===== config.mk =====
export PLATFORM = sky130hd
export DESIGN_NAME = interrupt_sequencer
export DESIGN_NICKNAME = d
export VERILOG_FILES = /design/src/rtl/interrupt_sequencer.sv
export SDC_FILE = /design/constraint.sdc
export NUM_CORES = 1
export LEC_CHECK = 0
export BUFFER_PORTS_ARGS = -buffer_cell sky130_fd_sc_hd__buf_2
export CORE_MARGIN = 2
export CORE_UTILIZATION = 40
export DETAILED_ROUTE_END_ITERATION = 7
export PLACE_DENSITY = 0.65
export SLEW_MARGIN = 20
export SYNTH_ARGS = -nofsm -noshare
export SYNTH_HDL_FRONTEND = slang
export SYNTH_SLANG_ARGS = --single-unit

===== constraint.sdc =====
create_clock -name clk -period 1.75 [get_ports clk]
set_clock_uncertainty 0.05 [all_clocks]
set_input_delay 0.2625 -clock clk [delete_from_list [all_inputs] [get_ports clk]]
set_output_delay 0.2625 -clock clk [all_outputs]
set_load 0.005 [all_outputs]

===== src/rtl/interrupt_sequencer.sv =====
// 6502-style interrupt entry sequencer: arbitrates RESET/NMI/IRQ/BRK, pushes PCH, PCL, P
// and fetches the vector. Ports: injector flags in, stack/PC/P in, bus and register-file strobes out.
module interrupt_sequencer #(
  parameter logic [7:0]  STACK_PAGE = 8'h01,
  parameter logic [15:0] NMI_VEC    = 16'hFFFA,
  parameter logic [15:0] RST_VEC    = 16'hFFFC,
  parameter logic [15:0] IRQ_VEC    = 16'hFFFE
) (
  input  logic        clk,
  input  logic        nrst,
  input  logic        enableFFs,
  input  logic        instructionBoundary,
  input  logic        resetDetected,
  input  logic        nmiGenerated,
  input  logic        irqGenerated,
  input  logic        brkDecoded,
  input  logic [7:0]  stackPointer,
  input  logic [15:0] programCounter,
  input  logic [7:0]  statusReg,
  output logic [15:0] address,
  output logic [7:0]  dataOut,
  output logic        writeEn,
  output logic        spDecrement,
  output logic        pcLoadLow,
  output logic        pcLoadHigh,
  output logic        setIFlag,
  output logic        interruptStarted,
  output logic        sequenceActive
);

  typedef enum logic [2:0] {
    IDLE, PUSH_PCH, PUSH_PCL, PUSH_P, VEC_LO, VEC_HI
  } state_t;

  typedef enum logic [2:0] {
    SRC_NONE, SRC_RST, SRC_NMI, SRC_IRQ, SRC_BRK
  } src_t;

  state_t      state;
  src_t        src;
  logic        we_q;
  logic        sp_dec_q;
  logic        started_q;
  logic        start;
  src_t        new_src;
  src_t        vec_src;
  logic [7:0]  push_p;
  logic [15:0] vec_addr;

  always_comb begin
    start = resetDetected |
            (instructionBoundary &
             (nmiGenerated | irqGenerated | brkDecoded));
    new_src = SRC_BRK;
    if (resetDetected)
      new_src = SRC_RST;
    else if (nmiGenerated)
      new_src = SRC_NMI;
    else if (irqGenerated)
      new_src = SRC_IRQ;
    // A late NMI steals the vector; the B bit is already on the stack.
    vec_src = src;
    if (nmiGenerated && (src == SRC_IRQ || src == SRC_BRK))
      vec_src = SRC_NMI;
    push_p = (statusReg & 8'hEF) | 8'h20 |
             ((src == SRC_BRK) ? 8'h10 : 8'h00);
    unique case (vec_src)
      SRC_RST: vec_addr = RST_VEC;
      SRC_NMI: vec_addr = NMI_VEC;
      default: vec_addr = IRQ_VEC;
    endcase
  end

  always_ff @(posedge clk or negedge nrst) begin
    if (!nrst) begin
      state          <= IDLE;
      src            <= SRC_NONE;
      address        <= '0;
      dataOut        <= '0;
      we_q           <= 1'b0;
      sp_dec_q       <= 1'b0;
      pcLoadLow      <= 1'b0;
      pcLoadHigh     <= 1'b0;
      setIFlag       <= 1'b0;
      started_q      <= 1'b0;
      sequenceActive <= 1'b0;
    end else if (enableFFs) begin
      unique case (state)
        IDLE: begin
          if (start) begin
            state          <= PUSH_PCH;
            src            <= new_src;
            address        <= {STACK_PAGE, stackPointer};
            dataOut        <= programCounter[15:8];
            we_q           <= (new_src != SRC_RST);
            sp_dec_q       <= 1'b1;
            sequenceActive <= 1'b1;
          end
        end
        PUSH_PCH: begin
          // S drops at this same edge, so the next slot is S-1.
          state   <= PUSH_PCL;
          address <= {STACK_PAGE, stackPointer - 8'd1};
          dataOut <= programCounter[7:0];
        end
        PUSH_PCL: begin
          state   <= PUSH_P;
          address <= {STACK_PAGE, stackPointer - 8'd1};
          dataOut <= push_p;
        end
        PUSH_P: begin
          state     <= VEC_LO;
          src       <= vec_src;
          address   <= vec_addr;
          dataOut   <= '0;
          we_q      <= 1'b0;
          sp_dec_q  <= 1'b0;
          pcLoadLow <= 1'b1;
          setIFlag  <= 1'b1;
        end
        VEC_LO: begin
          state      <= VEC_HI;
          address    <= address + 16'd1;
          pcLoadLow  <= 1'b0;
          setIFlag   <= 1'b0;
          pcLoadHigh <= 1'b1;
          started_q  <= 1'b1;
        end
        VEC_HI: begin
          state          <= IDLE;
          src            <= SRC_NONE;
          address        <= '0;
          pcLoadHigh     <= 1'b0;
          started_q      <= 1'b0;
          sequenceActive <= 1'b0;
        end
        default: begin
          state <= IDLE;
          src   <= SRC_NONE;
        end
      endcase
    end
  end

  assign writeEn          = we_q & enableFFs;
  assign spDecrement      = sp_dec_q & enableFFs;
  assign interruptStarted = started_q & enableFFs;

endmodule


# After elaboration in Yosys (flattened, before gate mapping)
# Cells that the tools add are included.
# word_totals
regBits	35
latch_bits	0
ram_bits	0
romBits	0
in_bits	40
wordCells	71
n_memories	0
# classes
n_addsub	2
n_mul	0
n_div	0
order_cmp	0
eq_ne	11
shift	0
n_mux	21
bitwise_logic	9
n_reduce_logical	19
# ops
cell	count
$pmux W16 S5	1
$pmux W8 S4	1
$mux W3	6
$add A16 B1 Y16 const B	1
$mux W16	1
$pmux W3 S5	1
$reduce_and A3 Y1	5
$eq A3 B2 Y1 const B	4
$pmux W1 S2	5
$eq A3 B3 Y1 const B	3
$pmux W3 S3	1
$mux W8	1
$or A8 B5 Y8	1
$reduce_bool A2 Y1	4
$sub A8 B1 Y8 const B	1
$eq A3 B1 Y1 const B	2
$pmux W3 S2	1
$reduce_and A2 Y1	3
$mux W5	1
$reduce_bool A5 Y1	1
$and A1 B1 Y1	4
$reduce_bool A4 Y1	1
$logic_not A3 Y1	1
$ne A3 B1 Y1 const B	1
8 further kinds	11

# Depth between registers and ports, before layout
# depth
word_depth	7
mapped_depth	7

# Worst setup path before layout
# Ideal clock, no wire load.
# synth_timing
path_kind	register -> register
startpoint	register state[2]
endpoint	register address[0]
t_arrival_ns	1.631
t_required_ns	1.574
setup_slack_ns	-0.057
path_stages_with_launch	6
n_path_buf	0
path_cell_list	dfrtp_1 or4_4 a21o_4 nand2_1 o21ai_1 a221o_1
# synth_between
elab_chain_cells	4
# synth_lines
item	line	source
start, declared	39	state_t state;
start signal, assigned	76	state <= IDLE;
start signal, assigned	91	state <= PUSH_PCH;
start signal, assigned	102	state <= PUSH_PCL;
$eq A3 B2 Y1 / $eq A3 B1 Y1 (equally long branches)	88	unique case (state)
$reduce_or A2 Y1 (no source line)	n/a	
$reduce_bool A5 Y1 (no source line)	n/a	
$reduce_and A3 Y1 (no source line)	n/a	
end signal, assigned	93	address <= {STACK_PAGE, stackPointer};
end signal, assigned	103	address <= {STACK_PAGE, stackPointer - 8'd1};
end signal, assigned	108	address <= {STACK_PAGE, stackPointer - 8'd1};
end, declared	20	output logic [15:0] address,
# Several ways; a longest one is shown, not always the timed one.
# A chain may end at the register's enable or synchronous reset.

# Worst setup path after layout
# Same ends and word-level chain as after synthesis.

==> run metrics <==
ys async rst share 100%; max_slew headroom 68.4%; failing checks setup timing; vias in the first global route 2,524; Seq/Total Area, Yosys 36.0%; hpwl dp roughly 5600 um; Ports 71; Most used DFF post-synth dfrtp_1; data arrival time of the critical path approximately 1.9 ns; RSZ-0062 raised after global routing yes; synth warn 0; die area 6720 um2; Area Growth Syn to Fin 37.0%; clock transition time at the flip-flop clock pins of the worst setup and hold paths approximately 0.080 ns; Cells after Synth 312; Worst-Margin Slew 0.472 ns; Final ANT Viol Nets 0; ant diodes 0; post-synth design cell area between 2000 and 2500 um2; Hold Path Origin programCounter[8]; initial antenna violation count 0; worst hold slack around 0.2 ns; largest family of logic cells by synthesized area compound AO/OA/AOI/OAI gates; Synth Area in Compound Gates 31.8%; Worst-Skew Late Latency 0.29 ns; Synth Area in Adders between 1 and 1.5%; library cells used by synthesis 56; synth top area cells dfrtp_1 36%, o21ai_0 8.2%, a21oi_1 6.4%; commonest non-fill, non-tap cell in the layout buf_2; drt total wl around 7500 um; CTS tree built; Port Buf Inserts 68; status finished, violations left; Die Width 82 um; share of layout cells above drive strength 1 34.7%; CTS Buffer Depth 2; routability cong. about 0.81; CP endpoint kind register; fin worst setup slack -0.0451 ns; # DRC 0; Die Y-Extent about 82 um; vias 2,727; EDFF count, synth 0; first-pass GRT wire length roughly 12,000 um; crit path max fanout 4; Worst Hold Class in2reg; peak supply drop 0.000656 V; # setup viols final 4; post-synthesis mux area share 0.874%; FMAX 557 MHz; cts bufs inserted 5; Detailed Route Iter0 Violations 229; Syn Area/Cell 7.80 um2; min cycle time layout 1.80 ns; final net count 456; period utilization 103%; max-cap viol count 0; drt pass-1 iters 4; Core ar. approximately 5900 um2; leakage power about 1.5 nW; r2r worst-path depth 5; H-tree depth 2; DP Area between 3000 and 4000 um2; fin. max-slew vios 0; hold depth 3; crit path launch state[2]$_DFFE_PN0P_; gr usage total 22.6%; CTS Sinks 35; #FFs+latches synth 35; wire per inst 15.4 um; syn_nets 354; Post-Synth Simple-Gate Area 23.0%; Final Instance Area 3330 um2; XOR/XNOR share of the synthesized area 2.88%; Critical Path Source Type register; required time worst endpoint 1.87 ns; Fin. Hold Viols 0; Initial Util 41.3%; top cell type by total area after synthesis dfrtp_1; Crit Path Category reg2reg; most frequent cells in the layout 68 x buf_2, 37 x o21ai_0, 37 x buf_4; vias per inst 5.57; Synth top area share 36.0%; Power Density 1610 nW/um2; # fillers 577; clock root buffer clkbuf_8; FP Rows 28; largest net degree at the start of global routing 20; worst r2r src state[2]$_DFFE_PN0P_; global route total overflow 0
-- cell usage after synthesis (2+ instances only) --
library cell	count
a31oi_1	12
or2_2	2
and4_1	2
a21o_1	3
nor2b_1	5
clkbuf_1	10
ha_1	2
nor3_1	5
nand4_1	4
nand2_1	31
nor3b_1	3
a41oi_1	2
o22ai_1	2
buf_4	2
nand3_1	7
xnor2_1	4
and3_1	3
o211ai_1	3
o2bb2ai_1	2
xor2_1	4
a221o_1	2
buf_2	4
dfrtp_1	35
a22oi_1	9
and2_1	3
o21a_1	3
nor2_1	39
a32o_1	2
o31ai_1	2
buf_1	2
a21oi_1	31
a22o_1	2
inv_1	7
or3_1	2
o21ai_0	40
-- area by class of cell --
type	instances	area (um2)	share of cell area, %
Clock buffer	6	72.6	2.18
Timing Repair Buffer	113	724	21.7
Multi-Input combinational cell	252	1520	45.7
Sequential cell	35	877	26.3
Clock inverter	2	12.5	0.375
Inverter	7	30.0	0.901
Tap cell	75	93.8	2.82
-- registers in the layout, summed over array words and instances (netlist names) --
signal          cells
address            16
dataOut             8
src                 3
state               3
sequenceActive      1
setIFlag            1
sp_dec_q            1
started_q           1
we_q                1
-- worst max-delay path: stages, from the launching register on --
cell	delay, ns
dfrtp_1	0.40
or4_4	0.56
a21o_4	0.25
nand2_1	0.07
o21ai_1	0.06
a221o_1	0.29
-- cells by family (layout without fill, tap and decap cells) --
| group | Yosys count | count (layout) |
|---|---|---|
| AOI/OAI and AO/OA | 124 | 124 |
| xor gates and xnor gates | 8 | 8 |
| adders and majority gates | 2 | 2 |
| buffers and inverters | 25 | 128 |
| DFF | 35 | 35 |
| muxes | 2 | 2 |
| and+or+nand+nor | 116 | 116 |
-- power breakdown --
part	total [W]	internal, W	switching, W	leakage (nW)
logic	0.00322	0.00148	0.00174	1.06
registers	0.00155	0.00119	0.000361	0.426
clock network	0.000596	0.000279	0.000317	0.0412
total	0.00536	0.00295	0.00241	1.52
-- timing repair --
action | 4_1_cts | 5_1_grt
hold endpoints to repair | 16 | 0
buffers inserted | 1 | 2
pin swaps | 1 | 3
hold buffers | 1 | 0
resized for setup | 10 | 19
setup endpoints to repair | 23 | 30
-- stage by stage --
stage | setup WS, ns | TNS [ns] | std cells | power, W | utilization, %
after global placement | -0.0588 | -0.270 | 478 | 0.00446 | 53.0
final | -0.0451 | -0.0932 | 490 | 0.00536 | 56.6
after floorplan | -0.0218 | -0.0218 | 312 | 0.00325 | -
after detailed placement | -0.109 | -1.17 | 478 | 0.00453 | 53.0
after global routing | -0.109 | -1.25 | 490 | 0.00582 | 56.6
after CTS | -0.0599 | -0.0647 | 488 | 0.00521 | 55.2
-- path summary, 6_finish.rpt --
check	end	slack [ns]
setup / recovery	address[0]$_DFFE_PN0P_	-0.05
hold / removal	dataOut[0]$_DFFE_PN0P_	0.21
setup reg to reg	address[0]$_DFFE_PN0P_	-0.05
hold reg to reg	dataOut[5]$_DFFE_PN0P_	0.46
max in group asynchronous	dataOut[1]$_DFFE_PN0P_	0.78
min in group asynchronous	address[6]$_DFFE_PN0P_	0.40
-- per-layer routing --
metal  global-route usage, %  wire length [um]  up-vias
li1                        -                 -     1352
met2                    36.5              3720       53
met3                    4.29               296       10
met4                    6.00                83        0
met1                    31.0              3430     1312
met5                       0                 0        -
Note: power is estimated with default switching activity, not from simulation.
